--- config.mk ---
export PLATFORM = sky130hd
export DESIGN_NAME = minibyte_bus_arbiter
export DESIGN_NICKNAME = d
export VERILOG_FILES = /design/src/rtl/minibyte_bus_arbiter.sv
export SDC_FILE = /design/constraint.sdc
export NUM_CORES = 1
export LEC_CHECK = 0
export ABC_AREA = 1
export BUFFER_PORTS_ARGS = -buffer_cell sky130_fd_sc_hd__buf_2
export CAP_MARGIN = 0
export CORE_MARGIN = 1.5
export CORE_UTILIZATION = 55
export DETAILED_ROUTE_END_ITERATION = 10
export PLACE_DENSITY = 0.85
export SLEW_MARGIN = 20
export SYNTH_ARGS = -nofsm -noshare
export SYNTH_HDL_FRONTEND = slang
export SYNTH_SLANG_ARGS = --single-unit
--- constraint.sdc ---
create_clock -name clk_in -period 2.45 [get_ports clk_in]
set_input_delay 0.49 -clock clk_in [delete_from_list [all_inputs] [get_ports clk_in]]
set_output_delay 0.49 -clock clk_in [all_outputs]
set_load 0.01 [all_outputs]
--- src/rtl/minibyte_bus_arbiter.sv ---
// Arbitrates the minibyte 8-bit memory/IO bus between the CPU and a loader master.
// The loader gets the bus only after the CPU has been halted for a settle window.
module minibyte_bus_arbiter #(
  parameter int SETTLE_CYCLES = 4,
  parameter int MAX_BURST     = 16,
  parameter int CPU_MIN       = 8
) (
  input  logic       clk_in,
  input  logic       rst_in,
  input  logic       ena_in,
  input  logic       halt_in,
  input  logic [7:0] cpu_addr_in,
  input  logic [7:0] cpu_wdata_in,
  input  logic       cpu_we_in,
  input  logic       cpu_drive_in,
  output logic [7:0] cpu_rdata_out,
  output logic       cpu_halt_out,
  input  logic       ld_req_in,
  input  logic       ld_valid_in,
  input  logic       ld_we_in,
  input  logic [7:0] ld_addr_in,
  input  logic [7:0] ld_wdata_in,
  output logic       ld_grant_out,
  output logic       ld_ready_out,
  output logic [7:0] ld_rdata_out,
  output logic       ld_rvalid_out,
  output logic [7:0] mem_addr_out,
  output logic [7:0] mem_data_out,
  output logic       mem_we_out,
  output logic       mem_drive_out,
  input  logic [7:0] mem_data_in
);

  typedef enum logic [2:0] {
    CPU_OWN,
    HALT_WAIT,
    LD_OWN,
    LD_XFER,
    RELEASE
  } state_t;

  localparam logic [3:0] SETTLE_LOAD = 4'(SETTLE_CYCLES - 1);
  localparam logic [7:0] BURST_MAX   = 8'(MAX_BURST);
  localparam logic [7:0] HOLD_LOAD   = 8'(CPU_MIN);

  state_t     state, state_nxt;
  logic [3:0] settle_q, settle_nxt;
  logic [7:0] burst_q, burst_nxt;
  logic [7:0] holdoff_q, holdoff_nxt;
  logic [7:0] ld_addr_q, ld_wdata_q, ld_rdata_q;
  logic       ld_we_q, ld_rvalid_q;
  logic       arb_halt, burst_full, accept;

  assign burst_full = (burst_q == BURST_MAX);
  assign accept     = ld_ready_out && ld_valid_in;

  always_comb begin
    state_nxt    = state;
    settle_nxt   = settle_q;
    burst_nxt    = burst_q;
    holdoff_nxt  = holdoff_q;
    arb_halt     = 1'b0;
    ld_grant_out = 1'b0;
    ld_ready_out = 1'b0;
    case (state)
      CPU_OWN: begin
        if (holdoff_q != 8'd0) holdoff_nxt = holdoff_q - 8'd1;
        if (ld_req_in && ena_in && holdoff_q == 8'd0) begin
          state_nxt  = HALT_WAIT;
          settle_nxt = SETTLE_LOAD;
        end
      end
      HALT_WAIT: begin
        arb_halt = 1'b1;
        if (!ld_req_in)              state_nxt  = CPU_OWN;
        else if (settle_q == 4'd0)   state_nxt  = LD_OWN;
        else                         settle_nxt = settle_q - 4'd1;
      end
      LD_OWN: begin
        arb_halt     = 1'b1;
        ld_grant_out = 1'b1;
        // a full burst wins over a same-cycle strobe: ready stays low
        ld_ready_out = !burst_full;
        if (burst_full) begin
          state_nxt = RELEASE;
        end else if (ld_valid_in) begin
          state_nxt = LD_XFER;
          burst_nxt = burst_q + 8'd1;
        end else if (!ld_req_in) begin
          state_nxt = RELEASE;
        end
      end
      LD_XFER: begin
        arb_halt     = 1'b1;
        ld_grant_out = 1'b1;
        state_nxt    = LD_OWN;
      end
      RELEASE: begin
        burst_nxt   = 8'd0;
        holdoff_nxt = HOLD_LOAD;
        state_nxt   = CPU_OWN;
      end
      default: state_nxt = CPU_OWN;
    endcase
  end

  always_ff @(posedge clk_in or negedge rst_in) begin
    if (!rst_in) begin
      state     <= CPU_OWN;
      settle_q  <= 4'd0;
      burst_q   <= 8'd0;
      holdoff_q <= 8'd0;
    end else begin
      state     <= state_nxt;
      settle_q  <= settle_nxt;
      burst_q   <= burst_nxt;
      holdoff_q <= holdoff_nxt;
    end
  end

  always_ff @(posedge clk_in or negedge rst_in) begin
    if (!rst_in) begin
      ld_addr_q   <= 8'h00;
      ld_wdata_q  <= 8'h00;
      ld_we_q     <= 1'b0;
      ld_rdata_q  <= 8'h00;
      ld_rvalid_q <= 1'b0;
    end else begin
      if (accept) begin
        ld_addr_q  <= ld_addr_in;
        ld_wdata_q <= ld_wdata_in;
        ld_we_q    <= ld_we_in;
      end
      // read data is taken at the end of the transfer cycle, flagged one cycle later
      ld_rvalid_q <= (state == LD_XFER) && !ld_we_q;
      if (state == LD_XFER && !ld_we_q) ld_rdata_q <= mem_data_in;
    end
  end

  // Bus mux: CPU passes straight through until the loader is granted
  always_comb begin
    mem_addr_out  = ld_addr_q;
    mem_data_out  = ld_wdata_q;
    mem_we_out    = 1'b0;
    mem_drive_out = 1'b0;
    case (state)
      CPU_OWN, HALT_WAIT: begin
        mem_addr_out  = cpu_addr_in;
        mem_data_out  = cpu_wdata_in;
        mem_we_out    = cpu_we_in;
        mem_drive_out = cpu_drive_in;
      end
      LD_XFER: begin
        mem_we_out    = ld_we_q;
        mem_drive_out = ld_we_q;
      end
      default: ;
    endcase
  end

  assign cpu_halt_out  = arb_halt | halt_in;
  assign cpu_rdata_out = mem_data_in;
  assign ld_rdata_out  = ld_rdata_q;
  assign ld_rvalid_out = ld_rvalid_q;

endmodule

# [Word-level counts from Yosys, hierarchy flattened]
# Index checks and enable logic that the tools add are counted.
[word_totals] register_bits=49 in_bits=49
[classes] addsub=3 n_eq_ne=13 n_mux=23 n_bitwise=1 n_reduce_logical=20
[op_table] operator="two-way mux 8 bit" n=5
[op_table] operator="one-hot mux 8 bit (2 select lines)" n=2
[op_table] operator="two-way mux 3 bit" n=6
[op_table] operator="two-way mux 4 bit" n=3
[op_table] operator="inequality test 2 bit, second input constant" n=6
[op_table] operator="one-hot mux 3 bit (4 select lines)" n=1
[op_table] operator="adder 8 x 1 -> 8 bit, second input constant" n=1
[op_table] operator="equality test 8 x 5 -> 1 bit, second input constant" n=1
[op_table] operator="logical NOT 8 bit" n=1
[op_table] operator="one-hot mux 4 bit (2 select lines)" n=1
[op_table] operator="nonzero test 8 bit" n=1
[op_table] operator="subtractor 8 x 1 -> 8 bit, second input constant" n=1
[op_table] operator="equality test 3 x 2 -> 1 bit, second input constant" n=2
[op_table] operator="AND reduction 3 bit" n=2
[op_table] operator="nonzero test 2 bit" n=3
[op_table] operator="logical AND 1 bit" n=4
[op_table] operator="logical NOT 4 bit" n=1
[op_table] operator="inequality test 4 bit, second input constant" n=1
[op_table] operator="one-hot mux 1 bit (2 select lines)" n=2
[op_table] operator="AND reduction 4 bit" n=1
[op_table] operator="OR reduction 2 bit" n=2
[op_table] operator="subtractor 4 x 1 -> 4 bit, second input constant" n=1
[op_table] operator="equality test 3 x 1 -> 1 bit, second input constant" n=1
[op_table] operator="equality test 3 bit, second input constant" n=1
[op_table] operator="7 further kinds" n=10

# [Logic depth before layout (Yosys ltp)]
[logic_depth] ltp_word=4 ltp_mapped=10 depth_no_buf=10

# [Worst setup path before layout]
# Ideal clock, no wire load.
[synth_timing] path_kind="register -> output" startpoint="reg state[1]" endpoint="out mem_addr_out[0]" arrival_time_ps=1134 required_ps=1960 path_slack_ps=826 path_stages_with_launch=7 n_path_buf=1 path_cell_list="dfrtp_1 inv_2 nand2_4 inv_2 clkbuf_1 nand2_1 o21ai_0"
[synth_via] elab_chain_cells=3 word_cells_on_any_way=4 cone_classes="eq/ne: 1; mux: 1; reduce/logical: 2"
[synth_lines] item="start: declaration" line_no="46" text="state_t state, state_nxt;"
[synth_lines] item="start signal: assignment" line_no="114" text="state <= state_nxt;"
[synth_lines] item="equality test 3 x 1 -> 1 bit / logical NOT 3 bit (equally long branches)" line_no="146" text="case (state)"
[synth_lines] item="OR reduction 2 bit (*)" line_no="146"
[synth_lines] item="two-way mux 8 bit (*)" line_no="146"
[synth_lines] item="end: declaration" line_no="27" text="output logic [7:0] mem_addr_out,"
# Every way passes the cells marked *; elsewhere a longest branch is shown, timed or not.

# [Worst setup path after layout]
[layout_timing] startpoint="reg state[1]" endpoint="out mem_data_out[0]"
[layout_via] elab_chain_cells=3 word_cells_on_any_way=4 cone_classes="eq/ne: 1; mux: 1; reduce/logical: 2"
[layout_lines] item="equality test 3 x 1 -> 1 bit / logical NOT 3 bit (equally long branches)" line_no="146"
[layout_lines] item="OR reduction 2 bit (*)" line_no="146"
[layout_lines] item="two-way mux 8 bit (*)" line_no="146"
[layout_lines] item="end: declaration" line_no="28" text="output logic [7:0] mem_data_out,"
# Marked as above.

==> flow_metrics.env <==
export IMPL_clock_latency_ns=0.30
export IMPL_slew_headroom=0.590
export IMPL_h_tree_depth=2
export IMPL_start_util=0.576
export IMPL_dieWidth_um=73.6
export IMPL_min_period_ns=2.16
export IMPL_max_stage_delay_ns=0.42
export IMPL_dr_first_iter_drc_count=136
export IMPL_maxCapViolCount=0
export IMPL_power_density_mw_per_mm2=1100
export IMPL_cts_tree="built"
export IMPL_drtPass1Iterations=4
export IMPL_ys_types=32
export IMPL_core_area_mm2=0.00475
export IMPL_worstPathRequired_ns=1.96
export IMPL_critPathKind="reg2out"
export IMPL_drive_gt1_frac=0.289
export IMPL_synth_seq_cells=49
export IMPL_cpMostUsedCell="inv_2"
export IMPL_crit_cells=6
export IMPL_synth_seq_area_share=0.448
export IMPL_path_delay_family="buffers and inverters"
export IMPL_cts_resized_gates=0
export IMPL_irDropWorstVdd_mv=0.516
export IMPL_reg2reg_slack_ns=0.78
export IMPL_ant_nets=0
export IMPL_syn_nets=402
export IMPL_yosysWarnings=0
export IMPL_timing_rr_end="ld_addr_q[6]"
export IMPL_final_common_cell="nand2_1"
export IMPL_hpwl_um=4240
export IMPL_cp_max_fo=35
export IMPL_path_cells="inv_2 > nand2_4 > inv_2 > nand2_1 > o21ai_0 > buf_2"
export IMPL_via_count=2433
export IMPL_wl_um=5650
export IMPL_netlist_area_mm2=0.00274
export IMPL_clkSlewWorstSetupHoldPaths_ns=0.08
export IMPL_layout_nets=482
export IMPL_hp_class="in2async"
export IMPL_setup_viol=0
export IMPL_fillCellCount=403
export IMPL_post_cts_setup_buffers=0
export IMPL_avgViaCountPerCell=4.91
export IMPL_multi_input_area_mm2=0.00120
export IMPL_seq_area_mm2=0.00123
export IMPL_die_h_um=73.6
export IMPL_netlist_instances=348
export IMPL_cts_sinks=49
export IMPL_rsz0062_at_grt="false"
export IMPL_worst_pin_slew_ns=0.615
export IMPL_finalHoldViolCount=0
export IMPL_root_buffer="clkbuf_8"
export IMPL_final_cell_mix="nand2_1, buf_2, dfrtp_1"
export IMPL_grt_first_pass_wirelength_um=9200
export IMPL_syn2layout_area_growth_pct=19.3
export IMPL_finalCritPeriodShare=0.880
export IMPL_crit_path_end_kind="output pin"
export IMPL_critPathSlowestCell="dfrtp_1"
export IMPL_grt_pass1_vias=2257
export IMPL_clk_path_buf_depth=2
export IMPL_diodes=0
export IMPL_cts_made_buffers=5
export IMPL_cts_hold_fix_buffers=0
export IMPL_num_rows=25
export IMPL_track_usage=0.219
export IMPL_r2r_start="burst_q[0]"
export IMPL_p_leak_nw=1.79
export IMPL_setup_slack_ns=0.293
export IMPL_grt_antenna_before_repair=0
export IMPL_io_buffers=86
export IMPL_cp_num_buf_inv=3
export IMPL_crit_path_end="mem_data_out[0]"
export IMPL_grt_overflow=0
export IMPL_status="finished, final reports clean"
export IMPL_wire_per_inst_um=11.4
export IMPL_r2r_cells=7
export IMPL_fp_dieArea_mm2=0.00541
export IMPL_tns_ns=0
export IMPL_post_route_drc_count=0
export IMPL_skew_ns=0.00581
export IMPL_grt_start_max_net_pins=41
export IMPL_critPathArrivalTime_ns=1.67
export IMPL_dp_slack_ns=0.634
export IMPL_place_gp_congestion=0.818
export IMPL_avgSynthCellArea_um2=7.87
export IMPL_ios=87
export IMPL_maxSlewViolCount=0
export IMPL_timing_fmax_mhz=464
export IMPL_critPathLaunchType="flop"
export IMPL_crit_start="state[1]"
==> worst register-to-register path, stage by stage (launching register included) <==
cell and delay (ns):
dfrtp_1 0.39, inv_1 0.08, ha_1 0.18, nor3b_2 0.15, nand2_2 0.11, nand2_4 0.08, nor2_8 0.36, o21ai_0 0.18
==> registers in the layout, indices dropped and copies added (netlist names) <==
register and count:
ld_addr_q 8, settle_q 4, ld_we_q 1, ld_rvalid_out 1, state 3, holdoff_q 8, ld_wdata_q 8, burst_q 8
ld_rdata_out 8
==> cells by family after synthesis <==
group / after synthesis / synth area share
and+or+nand+nor: 165 / 0.282
buffers and inverters: 66 / 0.114
AOI/OAI and AO/OA: 57 / 0.114
xor gates and xnor gates: 6 / 0.0192
adders and majority gates: 5 / 0.0229
DFF: 49 / 0.448
==> stage by stage <==
| stage | power (mW) | util | hold WS (ns) | instances | cell area [µm²] |
|---|---|---|---|---|---|
| 2_1_floorplan | 2.56 | - | 0.194 | 348 | 2740 |
| 3_3_place_gp | 2.95 | 0.663 | 0.462 | 488 | 3150 |
| 3_5_place_dp | 3.03 | 0.663 | 0.464 | 488 | 3150 |
| 4_1_cts | 3.63 | 0.687 | 0.213 | 496 | 3270 |
| 5_1_grt | 3.93 | 0.687 | 0.233 | 496 | 3270 |
| 6_report | 3.60 | 0.687 | 0.196 | 496 | 3270 |
==> power breakdown <==
part           internal, mW  switching [mW]  leakage (nW)
registers              1.14           0.178         0.598
clock network         0.333           0.254        0.0585
logic                 0.627            1.07          1.13
==> worst min path at each step <==
stage | from | end | slack (ns) | cells after the start
2_1_floorplan | rst_in | burst_q[0] | 0.19 | 0
3_3_place_gp | ld_rdata_out[6] | ld_rdata_out[6] | 0.46 | 2
4_1_cts | rst_in | ld_addr_q[2] | 0.21 | 1
5_1_grt | rst_in | ld_addr_q[2] | 0.23 | 1
6_report | rst_in | ld_addr_q[2] | 0.20 | 1
3_5_place_dp | ld_rdata_out[5] | ld_rdata_out[5] | 0.46 | 2
==> final cells by class <==
| type | instances | area share |
|---|---|---|
| sequential | 49 | 0.375 |
| clock buffer | 7 | 0.0264 |
| inverter | 51 | 0.0597 |
| multi-input combinational | 233 | 0.367 |
| clock inverter | 1 | 0.00919 |
| tap | 67 | 0.0257 |
| timing repair buffer | 88 | 0.136 |
==> synth_stat cells, drive strengths merged <==
| cell | number | area share |
|---|---|---|
| o21bai | 2 | 0.0055 |
| clkinv | 1 | 0.0018 |
| nand3 | 15 | 0.027 |
| a21o | 1 | 0.0027 |
| nand2 | 119 | 0.18 |
| o21ai | 48 | 0.088 |
| nor3b | 2 | 0.0073 |
| nor3 | 1 | 0.0018 |
| nor2 | 20 | 0.050 |
| a31oi | 1 | 0.0023 |
| dfrtp | 49 | 0.45 |
| inv | 50 | 0.069 |
| buf | 12 | 0.038 |
| nand4 | 8 | 0.018 |
| a21boi | 1 | 0.0027 |
| clkbuf | 3 | 0.0041 |
| xnor2 | 2 | 0.0064 |
| ha | 5 | 0.023 |
| a21oi | 4 | 0.013 |
| xor2 | 4 | 0.013 |
==> metal layers <==
layer | GRT usage | up-vias | wire length (µm)
met4 | 0.0638 | 0 | 86
met5 | 0 | - | 0
met3 | 0.0480 | 9 | 331
met1 | 0.253 | 1105 | 2410
li1 | - | 1240 | -
met2 | 0.401 | 79 | 2820
Power figures use the tool's default switching activity.
